==> src/rtl/arith_enc_pkg.sv <==
// Shared constants and the output token type for the AV1 arithmetic encoder stages.
// Pure declarations: no latency, no flow control.
package arith_enc_pkg;

   localparam int EC_MIN_PROB   = 4;
   localparam int EC_PROB_SHIFT = 6;
   localparam int CDF_PROB_TOP  = 32768;
   localparam int TOK_RANGE_W   = 16;
   localparam int TOK_D_W       = 5;

   localparam logic [TOK_RANGE_W-1:0] RANGE_INIT = 16'h8000;

   typedef struct packed {
      logic [TOK_RANGE_W-1:0] low_add;
      logic [TOK_D_W-1:0]     shift;
      logic [TOK_RANGE_W-1:0] range;
      logic                   last;
   } tok_t;

endpackage

==> src/rtl/arith_norm_lzc.sv <==
// Leading-one detector: d = (WIDTH-1) - floor(log2 val); zero input yields d = 0.
// Combinational, no flow control.
module arith_norm_lzc #(
   parameter int WIDTH = 16,
   parameter int D_W   = 5
) (
   input  logic [WIDTH-1:0] val,
   output logic [D_W-1:0]   d
);

   // Ascending scan so the highest set bit is the last one to write d.
   always_comb begin
      d = '0;
      for (int i = 0; i < WIDTH; i++) begin
         if (val[i]) d = D_W'(WIDTH - 1 - i);
      end
   end

endmodule

==> src/rtl/arith_range_update.sv <==
// AV1 range-update stage: one symbol per cycle, 1-cycle accept-to-out_valid latency; stalls
// (in_ready=0, state frozen) while out_valid && !out_ready. ARITH_BOOL_EN adds the in_bool path.
module arith_range_update
   import arith_enc_pkg::*;
#(
   parameter int RANGE_WIDTH = 16,
   parameter int D_SIZE      = 5,
   parameter int SYM_WIDTH   = 4
) (
   input  logic                   clk,
   input  logic                   reset,
   input  logic                   in_valid,
   output logic                   in_ready,
`ifdef ARITH_BOOL_EN
   input  logic                   in_bool,
`endif
   input  logic [SYM_WIDTH-1:0]   in_symbol,
   input  logic [SYM_WIDTH-1:0]   in_n,
   input  logic [RANGE_WIDTH-1:0] in_fl,
   input  logic [RANGE_WIDTH-1:0] in_fh,
   input  logic                   in_last,
   output logic [2*SYM_WIDTH-1:0] lut_addr,
   input  logic [RANGE_WIDTH-1:0] lut_q,
   output logic                   out_valid,
   input  logic                   out_ready,
   output logic [RANGE_WIDTH-1:0] out_low_add,
   output logic [D_SIZE-1:0]      out_shift,
   output logic [RANGE_WIDTH-1:0] out_range,
   output logic                   out_last,
   output logic                   err
);

   localparam int PW = 2*RANGE_WIDTH - 8 - EC_PROB_SHIFT;
   localparam logic [RANGE_WIDTH-1:0] MIN_PROB = RANGE_WIDTH'(EC_MIN_PROB);

   logic [RANGE_WIDTH-1:0] rng;
   logic [PW-1:0]          pl_full, ph_full;
   logic [RANGE_WIDTH-1:0] pl, ph;
   logic [RANGE_WIDTH-1:0] u, v, r_new, low_add, rng_norm;
   logic [D_SIZE-1:0]      d;
   logic                   illegal;
   logic                   in_fire;
   tok_t                   tok, tok_nxt;
   logic                   unused_bits;

   assign lut_addr = {in_n, in_symbol};
   assign in_ready = !out_valid || out_ready;
   assign in_fire  = in_valid && in_ready;

   // 8-bit range top times 10-bit probability; the halved product always fits the range width.
   assign pl_full = PW'(rng[RANGE_WIDTH-1:8]) * PW'(in_fl[RANGE_WIDTH-1:EC_PROB_SHIFT]);
   assign ph_full = PW'(rng[RANGE_WIDTH-1:8]) * PW'(in_fh[RANGE_WIDTH-1:EC_PROB_SHIFT]);
   assign pl      = pl_full[RANGE_WIDTH:1];
   assign ph      = ph_full[RANGE_WIDTH:1];

   always_comb begin
      u       = rng;
      v       = '0;
      r_new   = '0;
      low_add = '0;
      illegal = 1'b0;
`ifdef ARITH_BOOL_EN
      if (in_bool) begin
         v = ph + MIN_PROB;
         if (in_symbol[0]) begin
            low_add = rng - v;
            r_new   = v;
         end else begin
            r_new   = rng - v;
         end
      end else
`endif
      begin
         v = ph + lut_q - MIN_PROB;
         if (!in_fl[RANGE_WIDTH-1]) begin
            u       = pl + lut_q;
            low_add = rng - u;
         end
         r_new   = u - v;
         illegal = (lut_q == '0);
      end
   end

   arith_norm_lzc #(
      .WIDTH (RANGE_WIDTH),
      .D_W   (D_SIZE)
   ) u_lzc (
      .val (r_new),
      .d   (d)
   );

   assign rng_norm = r_new << d;

   // An illegal symbol still produces a token so downstream sees one token per input.
   always_comb begin
      tok_nxt.last = in_last;
      if (illegal) begin
         tok_nxt.low_add = '0;
         tok_nxt.shift   = '0;
         tok_nxt.range   = rng;
      end else begin
         tok_nxt.low_add = low_add;
         tok_nxt.shift   = d;
         tok_nxt.range   = rng_norm;
      end
   end

   always_ff @(posedge clk) begin
      if (!reset) begin
         out_valid     <= 1'b0;
         tok.low_add   <= '0;
         tok.shift     <= '0;
         tok.range     <= RANGE_INIT;
         tok.last      <= 1'b0;
         rng           <= RANGE_INIT;
         err           <= 1'b0;
      end else if (in_fire) begin
         out_valid <= 1'b1;
         tok       <= tok_nxt;
         if (illegal) err <= 1'b1;
         else         rng <= rng_norm;
      end else if (out_ready) begin
         out_valid <= 1'b0;
      end
   end

   assign out_low_add = tok.low_add;
   assign out_shift   = tok.shift;
   assign out_range   = tok.range;
   assign out_last    = tok.last;

   assign unused_bits = ^{pl_full[PW-1], pl_full[0], ph_full[PW-1], ph_full[0],
                          in_fl[EC_PROB_SHIFT-1:0], in_fh[EC_PROB_SHIFT-1:0]};

endmodule

==> config.mk <==
export PLATFORM = sky130hd
export DESIGN_NAME = arith_range_update
export DESIGN_NICKNAME = d
export VERILOG_FILES = /design/src/rtl/arith_enc_pkg.sv /design/src/rtl/arith_norm_lzc.sv /design/src/rtl/arith_range_update.sv
export SDC_FILE = /design/constraint.sdc
export NUM_CORES = 1
export LEC_CHECK = 0
export BUFFER_PORTS_ARGS = -buffer_cell sky130_fd_sc_hd__buf_4
export CAP_MARGIN = 20
export CORE_MARGIN = 2
export CORE_UTILIZATION = 50
export CTS_CLUSTER_SIZE = 12
export DETAILED_ROUTE_END_ITERATION = 8
export GPL_TIMING_DRIVEN = 0
export PLACE_DENSITY = 0.73
export SLEW_MARGIN = 20
export SYNTH_ARGS = -nofsm -noshare
export SYNTH_HDL_FRONTEND = slang
export SYNTH_SLANG_ARGS = --single-unit
==> constraint.sdc <==
create_clock -name clk -period 16.41 [get_ports clk]
set_input_delay 1.641 -clock clk [delete_from_list [all_inputs] [get_ports clk]]
set_output_delay 1.641 -clock clk [all_outputs]
set_load 0.02 [all_outputs]
==> flow_summary.toml <==
[global_routing]
grt_max_degree = 18
gr-total-overflow = 0
grtUsageMet3_pct = 3.39
grt_use_met2_pct = 43.9
antenna_found_initial = 1
busiest_layer = "met2"
gr-usage-met1_pct = 35.0
grt_first_pass_wirelength_um = 49200
track_usage_pct = 25.9
first_global_vias = 9761

[setup_path]
worst_path_largest_cell_delay_ns = 0.82
r2r_start = "rng[10]"
endpoint_kind = "flop"
start_kind = "primary input"
critPathMaxFanout = 8
startpoint = "in_fl[11]"
reg2reg_depth = 37
slowest_stage = "a2111oi_0"
rrSetupSlack_ns = 5.48
crit_top_cell = "fa_1"
critical_path_class = "primary input to flop"
worstPathRequired_ns = 16.57
arrival_ns = 11.50

[min_path]
hold_class = "flop to flop"
hold_start = "out_shift[0]"
worstHoldPathCells = 2

[detailed_routing]
viasPerCell = 5.74
routedWlPerCell_um = 17.8
drtPass1Iterations = 6
wirelength_um = 30500
route.detailed.drc = 0
drtAntennaViolNets = 0
first_iter_violations = 743
num_vias = 9842

[cells_and_area]
syn2layout_area_growth_pct = 10.5
antenna_cells = 0
drive_gt1_share_pct = 11.1
final_cell_mix = "inv_1, and2_1, ha_1"
final_common_cell = "inv_1"
nets = 1738
design_area_sq_um = 12100

[synth]
synth_area_leaders = "fa_1, ha_1, dfxtp_1"
synth_ff_type = "dfxtp_1"
synth-seq-cells = 55
async_reset_ff_share_pct = 0
syn_area_sq_um = 10900
netlist_instances = 1339
synth_cell_types = 94
yosys.area.top_type_share_pct = 20.5
avgSynthCellArea_sq_um = 8.17
yosysTopAreaCell = "fa_1"
ys_warn_count = 0
synth_edf_count = 0
synthesis.nets = 1643
ys_seq_area_share_pct = 10.1

[sta]
drv_slew = 0
finalCritPeriodShare_pct = 69.1
skew_ns = 0.0108
period_minus_slack_ns = 11.34
max_freq_mhz = 88.2
maxSlewHeadroom_pct = 32.9
finalSetupTns_ns = 0
setup_viol = 0
worst_pin_slew_ns = 0.998
hold_viol = 0
rsz0062_at_grt = "false"

[flow_run]
drv_cap = 0

[clocking]
cts.repair.resized = 0
insertion_delay_ns = 0.30
cts_hold_buf = 0
numCtsBuffers = 5
clockBufferDepth = 2
tritoncts = "built"
h-tree-depth = 2
clk_pin_slew_ns = 0.08
clock-sinks = 55
post-cts-setup-buffers = 0
clockRootBuffer = "clkbuf_16"

[placed_design]
port_buffers = 88
globalplace.congestion = 0.983
hpwl_um = 25400
place_area_sq_um = 12000

[floorplanning]
start_util_pct = 50.6
num_rows = 54
core_sq_um = 21600
fp.dieH_um = 152
die_w_um = 152
die-area_sq_um = 23100
ios = 110

[status]
status = "completed"
## routing by layer
metal	vias to the layer above	share of wire [%]
met5	-	0
met4	0	2.6
met3	64	6.8
met2	372	48
met1	4737	42
li1	4669	-
## state kept, by name, summed over array words and instances, names as in the netlist
signal / cells
out_low_add: 16
out_range: 16
rng: 16
out_shift: 4
err: 1
out_last: 1
out_valid: 1
## final timing paths
check | endpoint
worst max-delay path | rng[13]
worst min-delay path | out_shift[0]
worst max register to register | rng[13]
worst min register to register | out_shift[0]
## per-stage QoR
| step | setup WS [ns] | instances | util (%) | hold slack (ns) |
|---|---|---|---|---|
| final | 5.07 | 1714 | 56.0 | 0.455 |
| after global routing | 4.57 | 1714 | 56.0 | 0.479 |
| after CTS | 5.11 | 1714 | 56.0 | 0.458 |
| after detailed placement | 4.82 | 1707 | 55.3 | 0.447 |
| after global placement | 4.89 | 1707 | 55.3 | 0.442 |
| after floorplan | 6.51 | 1339 | - | 0.449 |
## Yosys cell counts, types with 8 or more instances
master and count:
nor3_1 19, o21ai_1 12, and3_1 10, o22ai_1 12
clkbuf_1 38, nand2b_1 13, xnor2_1 39, buf_2 9
dfxtp_1 55, fa_1 112, a21oi_1 68, ha_1 131
nand2_1 104, nor4_1 9, a21o_1 18, inv_1 183
a22oi_1 17, mux2i_1 9, nand3_1 18, o21a_1 8
and2_1 139, xor2_1 22, a31oi_1 10, a211oi_1 9
nor2_1 78, nor2b_1 16, o21ai_0 45, buf_4 10
a22o_1 8
## logic make-up (layout without fill, tap and decap cells)
| group | after synthesis | count (layout) | synth area share (%) |
|---|---|---|---|
| simple gates | 433 | 433 | 20.7 |
| flops | 55 | 55 | 10.1 |
| fa+ha+maj | 243 | 243 | 35.5 |
| xor+xnor | 63 | 63 | 5.25 |
| other cells | 1 | 1 | 0.0343 |
| mux | 15 | 15 | 1.44 |
| compound gates | 284 | 284 | 18.2 |
| buf+inv | 245 | 340 | 8.93 |
## cell type report
type	count	area, sq um
fill	2035	9520
inverter	185	694
sequential	55	1100
timing repair buffer	88	661
buffer	60	283
clock inverter	2	17.5
multi-input combinational	1039	8870
clock buffer	5	125
tap	280	350
## worst max-delay path: cells and delay by family
| family | cells | cell delay, ns |
|---|---|---|
| AND/OR/NAND/NOR | 6 | 1.38 |
| multiplexers | 1 | 0.22 |
| XOR/XNOR | 3 | 0.53 |
| AO/OA/AOI/OAI | 13 | 3.58 |
| buffers and inverters | 5 | 0.36 |
| adder cells (fa/ha/maj) | 9 | 3.79 |
Power is left out: the tool's default activity adds up to more than one toggle a clock period on the data nets, which glitch-free logic cannot reach.
